$ cat config.mk
export PLATFORM = sky130hd
export DESIGN_NAME = fma_dot_engine_flat
export DESIGN_NICKNAME = d
export VERILOG_FILES = /design/src/rtl/fma_dot_engine_if.sv /design/src/rtl/fma_dot_engine.sv /design/src/flat_wrapper.sv
export SDC_FILE = /design/constraint.sdc
export NUM_CORES = 1
export LEC_CHECK = 0
export ABC_AREA = 1
export CORE_ASPECT_RATIO = 1.75
export CORE_MARGIN = 1.5
export CORE_UTILIZATION = 50
export CTS_BUF_LIST = sky130_fd_sc_hd__clkbuf_4 sky130_fd_sc_hd__clkbuf_8
export DETAILED_ROUTE_END_ITERATION = 6
export PLACE_DENSITY = 0.74
export SKIP_CTS_REPAIR_TIMING = 1
export SKIP_LAST_GASP = 1
export SYNTH_ARGS = -nofsm -noshare
export SYNTH_HDL_FRONTEND = slang
export SYNTH_SLANG_ARGS = --single-unit
$ cat constraint.sdc
create_clock -name clk_clk -period 22.9 [get_ports clk_clk]
set_clock_uncertainty 0.15 [all_clocks]
set_input_delay 3.435 -clock clk_clk [delete_from_list [all_inputs] [get_ports clk_clk]]
set_output_delay 3.435 -clock clk_clk [all_outputs]
set_load 0.05 [all_outputs]
$ cat src/rtl/fma_dot_engine_if.sv
// rtl/fma_dot_engine_if.sv - operand/result bundle between HPS PIOs and fma_dot_engine
interface fma_dot_engine_if;
    logic [7:0]  a_0, a_1, a_2, a_3, a_4, a_5, a_6, a_7;
    logic [7:0]  b_0, b_1, b_2, b_3, b_4, b_5, b_6, b_7;
    logic [18:0] result;
    logic        busy;
    logic        done;

    modport master (
        output a_0, a_1, a_2, a_3, a_4, a_5, a_6, a_7,
        output b_0, b_1, b_2, b_3, b_4, b_5, b_6, b_7,
        input  result, busy, done
    );

    modport slave (
        input  a_0, a_1, a_2, a_3, a_4, a_5, a_6, a_7,
        input  b_0, b_1, b_2, b_3, b_4, b_5, b_6, b_7,
        output result, busy, done
    );
endinterface

$ cat src/rtl/fma_dot_engine.sv
// rtl/fma_dot_engine.sv - settle-then-accumulate 8-term dot product; FMA_SIGNED_EN selects signed operands
module fma_dot_engine #(
    parameter int STABLE_CYCLES = 4
) (
    input  logic             clk_clk,
    input  logic             reset_reset,
    fma_dot_engine_if.slave  io
);

    localparam logic [7:0] CNT_LAST = 8'(STABLE_CYCLES - 1);

    typedef enum logic [1:0] {
        IDLE   = 2'd0,
        SETTLE = 2'd1,
        ACCUM  = 2'd2
    } state_t;

    state_t       state, state_nx;
    logic [127:0] live, snap, prev;
    logic [7:0]   cnt;
    logic [2:0]   idx;
    logic [18:0]  acc, prod, sum, result_q;
    logic [7:0]   op_a, op_b;
    logic         done_q;

    // Packed layout: a_0 in the low byte, b_7 in the high byte.
    assign live = {io.b_7, io.b_6, io.b_5, io.b_4, io.b_3, io.b_2, io.b_1, io.b_0,
                   io.a_7, io.a_6, io.a_5, io.a_4, io.a_3, io.a_2, io.a_1, io.a_0};

    assign op_a = snap[{1'b0, idx, 3'b000} +: 8];
    assign op_b = snap[{1'b1, idx, 3'b000} +: 8];

`ifdef FMA_SIGNED_EN
    logic signed [15:0] prod16;
    assign prod16 = $signed({{8{op_a[7]}}, op_a}) * $signed({{8{op_b[7]}}, op_b});
    assign prod   = {{3{prod16[15]}}, prod16};
`else
    logic [15:0] prod16;
    assign prod16 = {8'b0, op_a} * {8'b0, op_b};
    assign prod   = {3'b000, prod16};
`endif

    assign sum = (idx == 3'd0) ? prod : acc + prod;

    always_ff @(posedge clk_clk or posedge reset_reset) begin
        if (reset_reset) state <= IDLE;
        else             state <= state_nx;
    end

    always_comb begin
        state_nx = state;
        case (state)
            IDLE:    if (live != snap) state_nx = SETTLE;
            SETTLE:  if (live == prev && cnt == CNT_LAST) state_nx = ACCUM;
            ACCUM:   if (idx == 3'd7) state_nx = IDLE;
            default: state_nx = IDLE;
        endcase
    end

    always_ff @(posedge clk_clk or posedge reset_reset) begin
        if (reset_reset) begin
            snap     <= '0;
            prev     <= '0;
            cnt      <= '0;
            idx      <= '0;
            acc      <= '0;
            result_q <= '0;
            done_q   <= 1'b0;
        end else begin
            done_q <= 1'b0;
            case (state)
                IDLE: begin
                    if (live != snap) begin
                        prev <= live;
                        cnt  <= '0;
                    end
                end
                SETTLE: begin
                    // Any fresh PIO write restarts the stability window.
                    if (live != prev) begin
                        prev <= live;
                        cnt  <= '0;
                    end else if (cnt == CNT_LAST) begin
                        snap <= live;
                        idx  <= '0;
                    end else begin
                        cnt <= cnt + 8'd1;
                    end
                end
                ACCUM: begin
                    acc <= sum;
                    idx <= idx + 3'd1;
                    if (idx == 3'd7) begin
                        result_q <= sum;
                        done_q   <= 1'b1;
                    end
                end
                default: ;
            endcase
        end
    end

    assign io.result = result_q;
    assign io.done   = done_q;
    assign io.busy   = (state != IDLE);

endmodule

$ cat src/flat_wrapper.sv
// flat-port wrapper written by rule: the top's interface ports become plain ports
module fma_dot_engine_flat 
#(
    parameter int STABLE_CYCLES = 4
)
  (clk_clk, reset_reset, io_a_0, io_a_1, io_a_2, io_a_3, io_a_4, io_a_5, io_a_6, io_a_7, io_b_0, io_b_1, io_b_2, io_b_3, io_b_4, io_b_5, io_b_6, io_b_7, io_result, io_busy, io_done);
  fma_dot_engine_if io_i ();
  input  logic clk_clk;
  input  logic reset_reset;
  input wire logic [$bits(io_i.a_0)-1:0] io_a_0;
  input wire logic [$bits(io_i.a_1)-1:0] io_a_1;
  input wire logic [$bits(io_i.a_2)-1:0] io_a_2;
  input wire logic [$bits(io_i.a_3)-1:0] io_a_3;
  input wire logic [$bits(io_i.a_4)-1:0] io_a_4;
  input wire logic [$bits(io_i.a_5)-1:0] io_a_5;
  input wire logic [$bits(io_i.a_6)-1:0] io_a_6;
  input wire logic [$bits(io_i.a_7)-1:0] io_a_7;
  input wire logic [$bits(io_i.b_0)-1:0] io_b_0;
  input wire logic [$bits(io_i.b_1)-1:0] io_b_1;
  input wire logic [$bits(io_i.b_2)-1:0] io_b_2;
  input wire logic [$bits(io_i.b_3)-1:0] io_b_3;
  input wire logic [$bits(io_i.b_4)-1:0] io_b_4;
  input wire logic [$bits(io_i.b_5)-1:0] io_b_5;
  input wire logic [$bits(io_i.b_6)-1:0] io_b_6;
  input wire logic [$bits(io_i.b_7)-1:0] io_b_7;
  output wire logic [$bits(io_i.result)-1:0] io_result;
  output wire logic [$bits(io_i.busy)-1:0] io_busy;
  output wire logic [$bits(io_i.done)-1:0] io_done;
  assign io_i.a_0 = io_a_0;
  assign io_i.a_1 = io_a_1;
  assign io_i.a_2 = io_a_2;
  assign io_i.a_3 = io_a_3;
  assign io_i.a_4 = io_a_4;
  assign io_i.a_5 = io_a_5;
  assign io_i.a_6 = io_a_6;
  assign io_i.a_7 = io_a_7;
  assign io_i.b_0 = io_b_0;
  assign io_i.b_1 = io_b_1;
  assign io_i.b_2 = io_b_2;
  assign io_i.b_3 = io_b_3;
  assign io_i.b_4 = io_b_4;
  assign io_i.b_5 = io_b_5;
  assign io_i.b_6 = io_b_6;
  assign io_i.b_7 = io_b_7;
  assign io_result = io_i.result;
  assign io_busy = io_i.busy;
  assign io_done = io_i.done;
  fma_dot_engine #(.STABLE_CYCLES(STABLE_CYCLES)) u_core (.clk_clk(clk_clk), .reset_reset(reset_reset), .io(io_i));
endmodule
==> flow_summary.ini, run 1 <==
[detailed_routing]
top_layer = met5
vias = 21600
wl_met3_mm = 5.65
first_pass_iters = 6
ant_nets = 0
drt_iter0_drc = 2193
routed-wl-met2_mm = 45.7
routed_via_density = 5.61
wire_per_inst_um = 23.6
route.detailed.drc = 0
detail_route.wirelength_mm = 90.9
wl_met1_mm = 29.5

[logic_synthesis]
synthCells = 3139
synth_common_cells = nand2_1, inv_1, dfrtp_1
synth.largest_area_cell = dfrtp_1
yosys_warnings = 0
synth_seq_area_share_pct = 35.8
synth_top_cell_area_share_pct = 35.8
synth_edf_count = 0
synth_seq_cells = 308
synthArstFlopShare_pct = 100
synth_top_flop_cell = dfrtp_1
synthMostInstantiatedCell = nand2_1
synth_nets = 3367
synth_area_leaders = dfrtp_1, nand2_1, inv_1
ys_types = 38
syn_area_um2 = 21500
avgSynthCellArea_um2 = 6.86

[sta]
hold_viol = 0
rsz0062_at_grt = no
relSlewSlack_pct = 16.2
final.period_utilization_pct = 38.6
worst_pin_slew_ps = 1260
max_freq_mhz = 113
finalMaxSlewViolations = 0
setup_tns_ps = 0
setup_viol = 0
fin_hold_ws_ps = 328
fin_ws_ps = 14070
fin_crit_ps = 8830

[placed_design]
gp_congestion = 1.05
hpwl_mm = 70.1
io_buffers = 150
placed_cells = 3758
place_ws_ps = 14310

[floorplan]
dieHeight_um = 278
io_pins = 151
dieArea_um2 = 44400
initial_core_util_pct = 50.6
die_x_um = 160
num_rows = 100
core_area_um2 = 42500

[worst_setup_path]
critPathCaptureType = flip-flop
critical-path-max-stage-delay_ps = 650
crit_type = flip-flop to flip-flop
r2r_slack_ps = 14070
slowest_stage = o21ai_0
cp-start-kind = flip-flop
cp_max_fo = 40
critPathArrivalTime_ps = 9220
required_ps = 23290

[final_layout]
fin_util_pct = 57.6
final_nets = 3478
drive_gt1_share_pct = 5.38
area_growth_pct = 13.7
instances_no_fill = 3853

[pwr]
leakagePower_nw = 12.0
irDropWorstVdd_uv = 53.5
power_density_nw_per_um2 = 53.6

[flow_run]
maxCapViolCount = 0

[outcome]
status = complete, no violations

[global_routing]
grt_pass1_wl_mm = 133
grt_usage_pct = 41.2
grt_max_degree = 158
grt-ovfl-total = 0
grt_pass1_vias = 21400
antenna_found_initial = 2

[cts]
cts_tree = yes
root_buffer = clkbuf_8
cts.clk_slew.worst_paths_ps = 70
clkSinkCount = 308
cts_buffer_depth = 3
clock_latency_ps = 650
htree_levels = 2
cts_buffers = 51

[min_path]
holdCritPathClass = flip-flop to flip-flop
[logic make-up after synthesis]
group | count (synthesis) | synth area share [%]
compound gates | 363 | 9.11
buf+inv | 495 | 9.83
flops | 308 | 35.8
mux | 1 | 0.0465
fa+ha+maj | 98 | 6.98
xor+xnor | 138 | 5.61
simple gates | 1736 | 32.6
[metrics by stage]
stage | total power [mW] | instance area (um2)
global route | 1.34 | 24500
global placement | 0.713 | 23200
finish | 1.31 | 24500
CTS | 1.31 | 24500
floorplan | 0.640 | 21500
detailed placement | 0.715 | 23200
[cells in the final DEF (no fill, tap or decap), types with 4 or more instances in the layout]
| cell type | instances |
|---|---|
| a31oi_1 | 4 |
| xnor2_1 | 127 |
| inv_1 | 371 |
| buf_4 | 14 |
| nand3_2 | 4 |
| clkbuf_4 | 13 |
| nand3b_1 | 10 |
| nand4_1 | 33 |
| bufinv_16 | 6 |
| o21ai_1 | 86 |
| nand2_1 | 1156 |
| xor2_1 | 11 |
| clkbuf_8 | 65 |
| ha_1 | 61 |
| o21ai_0 | 142 |
| clkdlybuf4s50_1 | 150 |
| nor2_1 | 278 |
| dfrtp_1 | 307 |
| inv_2 | 16 |
| o21bai_1 | 5 |
| a21oi_1 | 90 |
| fa_1 | 37 |
| nand3_1 | 222 |
| or2_2 | 10 |
| nor3_1 | 10 |
| o21ai_2 | 30 |
| clkinv_2 | 6 |
[where the power goes]
part           internal [mW]  switching [mW]
registers              0.556         0.00876
clock network          0.345           0.259
logic                 0.0523          0.0916
[worst paths after layout]
| path | from | endpoint | cells after the start |
|---|---|---|---|
| min in group asynchronous | reset_reset | u_core.io.result[3] | 2 |
| min reg2reg | u_core.io.result[11] | u_core.io.result[11] | 2 |
| max reg2reg | u_core.idx[1] | u_core.io.result[15] | 30 |
| max in group asynchronous | reset_reset | u_core.prev[53] | 4 |
| min | u_core.io.result[11] | u_core.io.result[11] | 2 |
| max | u_core.idx[1] | u_core.io.result[15] | 30 |
[worst max-delay path, delay by kind of cell (launching register included)]
kind / cells / cell delay (ps)
XOR/XNOR: 1 / 570
buffers and inverters: 7 / 1710
flip-flops: 1 / 330
AND/OR/NAND/NOR: 6 / 740
AO/OA/AOI/OAI: 10 / 2510
adder cells (fa/ha/maj): 6 / 2650
[final cells by class]
type | instances | area [um2]
flip-flops and latches | 308 | 7710
clock inverters | 15 | 243
diodes | 2 | 5.00
well taps | 561 | 702
fillers | 4099 | 18100
repair buffers | 165 | 1630
inverters | 388 | 1460
clock buffers | 78 | 992
multi-input cells | 2336 | 11700
[flip-flops by register name (all words and copies together), names as in the netlist]
name	cells
u_core.acc	19
u_core.cnt	8
u_core.idx	3
u_core.io.done	1
u_core.io.result	19
u_core.prev	128
u_core.snap	128
u_core.state	2
[routing by layer]
layer  global-route usage [%]  vias to the layer above
li1                         -                    10000
met1                     41.5                    10200
met2                     73.1                     1062
met3                     5.67                      355
met4                     37.9                        2
met5                        0                        -
Note: power is estimated with default switching activity, not from simulation.
==> run 2: changes to the inputs <==
clock period = 8.9 ns   (was 22.9 ns; I/O delays follow)
==> run 2 against run 1 <==
  * Via count fell by 2.3%
  * Non-clock buffer count grew 17
  * Setup slack worse by 13000 ps
  * Clock-buffer cell count down 3
  * Largest power group unchanged
  * Sequential cell count stayed put
  * Highest routed layer is now met4
  * Clock power grew to 2.5 times the previous value
  * Total power grew to 2.5 times the previous value
  * Cell count grew 0.23%
  * Largest cell class unchanged
  * Die area stayed put
==> flow_summary.ini, run 2 (synthesized netlist as in run 1, its figures left out) <==
[floorplan]
dieHeight_um = 278
initial_core_util_pct = 50.6
num_rows = 100
io_pins = 151
dieArea_um2 = 44400
die_x_um = 160
core_area_um2 = 42500

[global_routing]
grt_pass1_vias = 21000
grt_usage_pct = 38.6
antenna_found_initial = 2
grt_pass1_wl_mm = 127
grt-ovfl-total = 0
grt_max_degree = 232

[cts]
clock_latency_ps = 630
htree_levels = 2
cts_buffers = 50
clkSinkCount = 308
root_buffer = clkbuf_8
cts_tree = yes
cts.clk_slew.worst_paths_ps = 70
cts_buffer_depth = 3

[placed_design]
hpwl_mm = 66.9
gp_congestion = 1.07
placedInstanceArea_um2 = 23400
io_buffers = 150

[sta]
worst_pin_slew_ps = 1140
rsz0062_at_grt = no
fin_crit_ps = 7710
finalMaxSlewViolations = 0
max_freq_mhz = 130
final.period_utilization_pct = 86.6
setup_viol = 0
setup_tns_ps = 0
hold_viol = 0
relSlewSlack_pct = 23.9

[final_layout]
final_nets = 3494
area_growth_pct = 14.3
drive_gt1_share_pct = 5.67
reg_top3 = u_core.prev: 128 flops, u_core.snap: 128 flops
layout_commonest_cell = nand2_1
fin_area_um2 = 24600
most-common-layout-cells = nand2_1, inv_1, dfrtp_1

[detailed_routing]
route.detailed.drc = 0
wire_per_inst_um = 22.1
first_pass_iters = 6
drt_iter0_drc = 1752
vias = 21100
routed_via_density = 5.47
detail_route.wirelength_mm = 85.4
ant_nets = 0

[worst_setup_path]
cp_max_fo = 33
critical-path-max-stage-delay_ps = 570
slowest_stage = nor3_1
required_ps = 9230
critPathArrivalTime_ps = 8030
critPathCaptureType = flip-flop
cp-start-kind = flip-flop
crit_type = flip-flop to flip-flop

[pwr]
leakagePower_nw = 12.1
power_mw = 3.34
power_density_nw_per_um2 = 136
irDropWorstVdd_uv = 154

[min_path]
holdCritPathClass = flip-flop to flip-flop

[outcome]
status = complete, no violations

[flow_run]
maxCapViolCount = 0
run 2: changes by cell type in the layout (fill, tap and decap cells not counted), sizes merged:
cell / change
clkbuf: -3
buf: +17
diode: -1
clkinv: -3
inv: -2
bufinv: +1
run 2: final timing paths:
path | from | to | slack (ps) | depth (start not counted)
max in group asynchronous | reset_reset | u_core.prev[36] | 6040 | 4
min reg2reg | u_core.io.result[3] | u_core.io.result[3] | 340 | 2
min in group asynchronous | reset_reset | u_core.acc[4] | 1110 | 3
max reg2reg | u_core.idx[0] | u_core.acc[11] | 1190 | 28
min | u_core.io.result[3] | u_core.io.result[3] | 340 | 2
max | u_core.idx[0] | u_core.acc[11] | 1190 | 28
run 2: worst max-delay path: cells and delay by family, from the launching register on:
family | cells | cell delay [ps]
AO/OA/AOI/OAI | 4 | 1060
adder cells (fa/ha/maj) | 6 | 2670
buffers and inverters | 7 | 1120
XOR/XNOR | 1 | 380
flip-flops | 1 | 500
AND/OR/NAND/NOR | 10 | 1640
run 2: cell type report:
cell class | count | area, um2
diodes | 1 | 2.50
clock inverters | 11 | 245
well taps | 561 | 702
fillers | 4138 | 17900
flip-flops and latches | 308 | 7710
multi-input cells | 2336 | 11700
clock buffers | 75 | 970
repair buffers | 182 | 1780
inverters | 388 | 1460
run 2: power by group:
group | switching, mW | internal (mW) | total (mW)
clock | 0.630 | 0.897 | 1.53
combinational | 0.230 | 0.135 | 0.364
sequential | 0.0222 | 1.43 | 1.45
run 2: stage by stage:
stage	setup WS (ps)	cells	utilization [%]	hold slack [ps]
floorplan	2510	3139	-	306
detailed placement	1260	3775	55.0	322
global route	698	3862	57.8	361
finish	1190	3862	57.8	336
CTS	1270	3861	57.8	338
global placement	1370	3775	55.0	314
run 2: per-layer routing:
layer	wire (um)	up-vias	GRT usage [%]
li1	-	10000	-
met1	29300	10000	40.6
met2	43300	836	69.6
met3	4390	256	4.04
met4	8410	0	31.0
met5	0	-	0
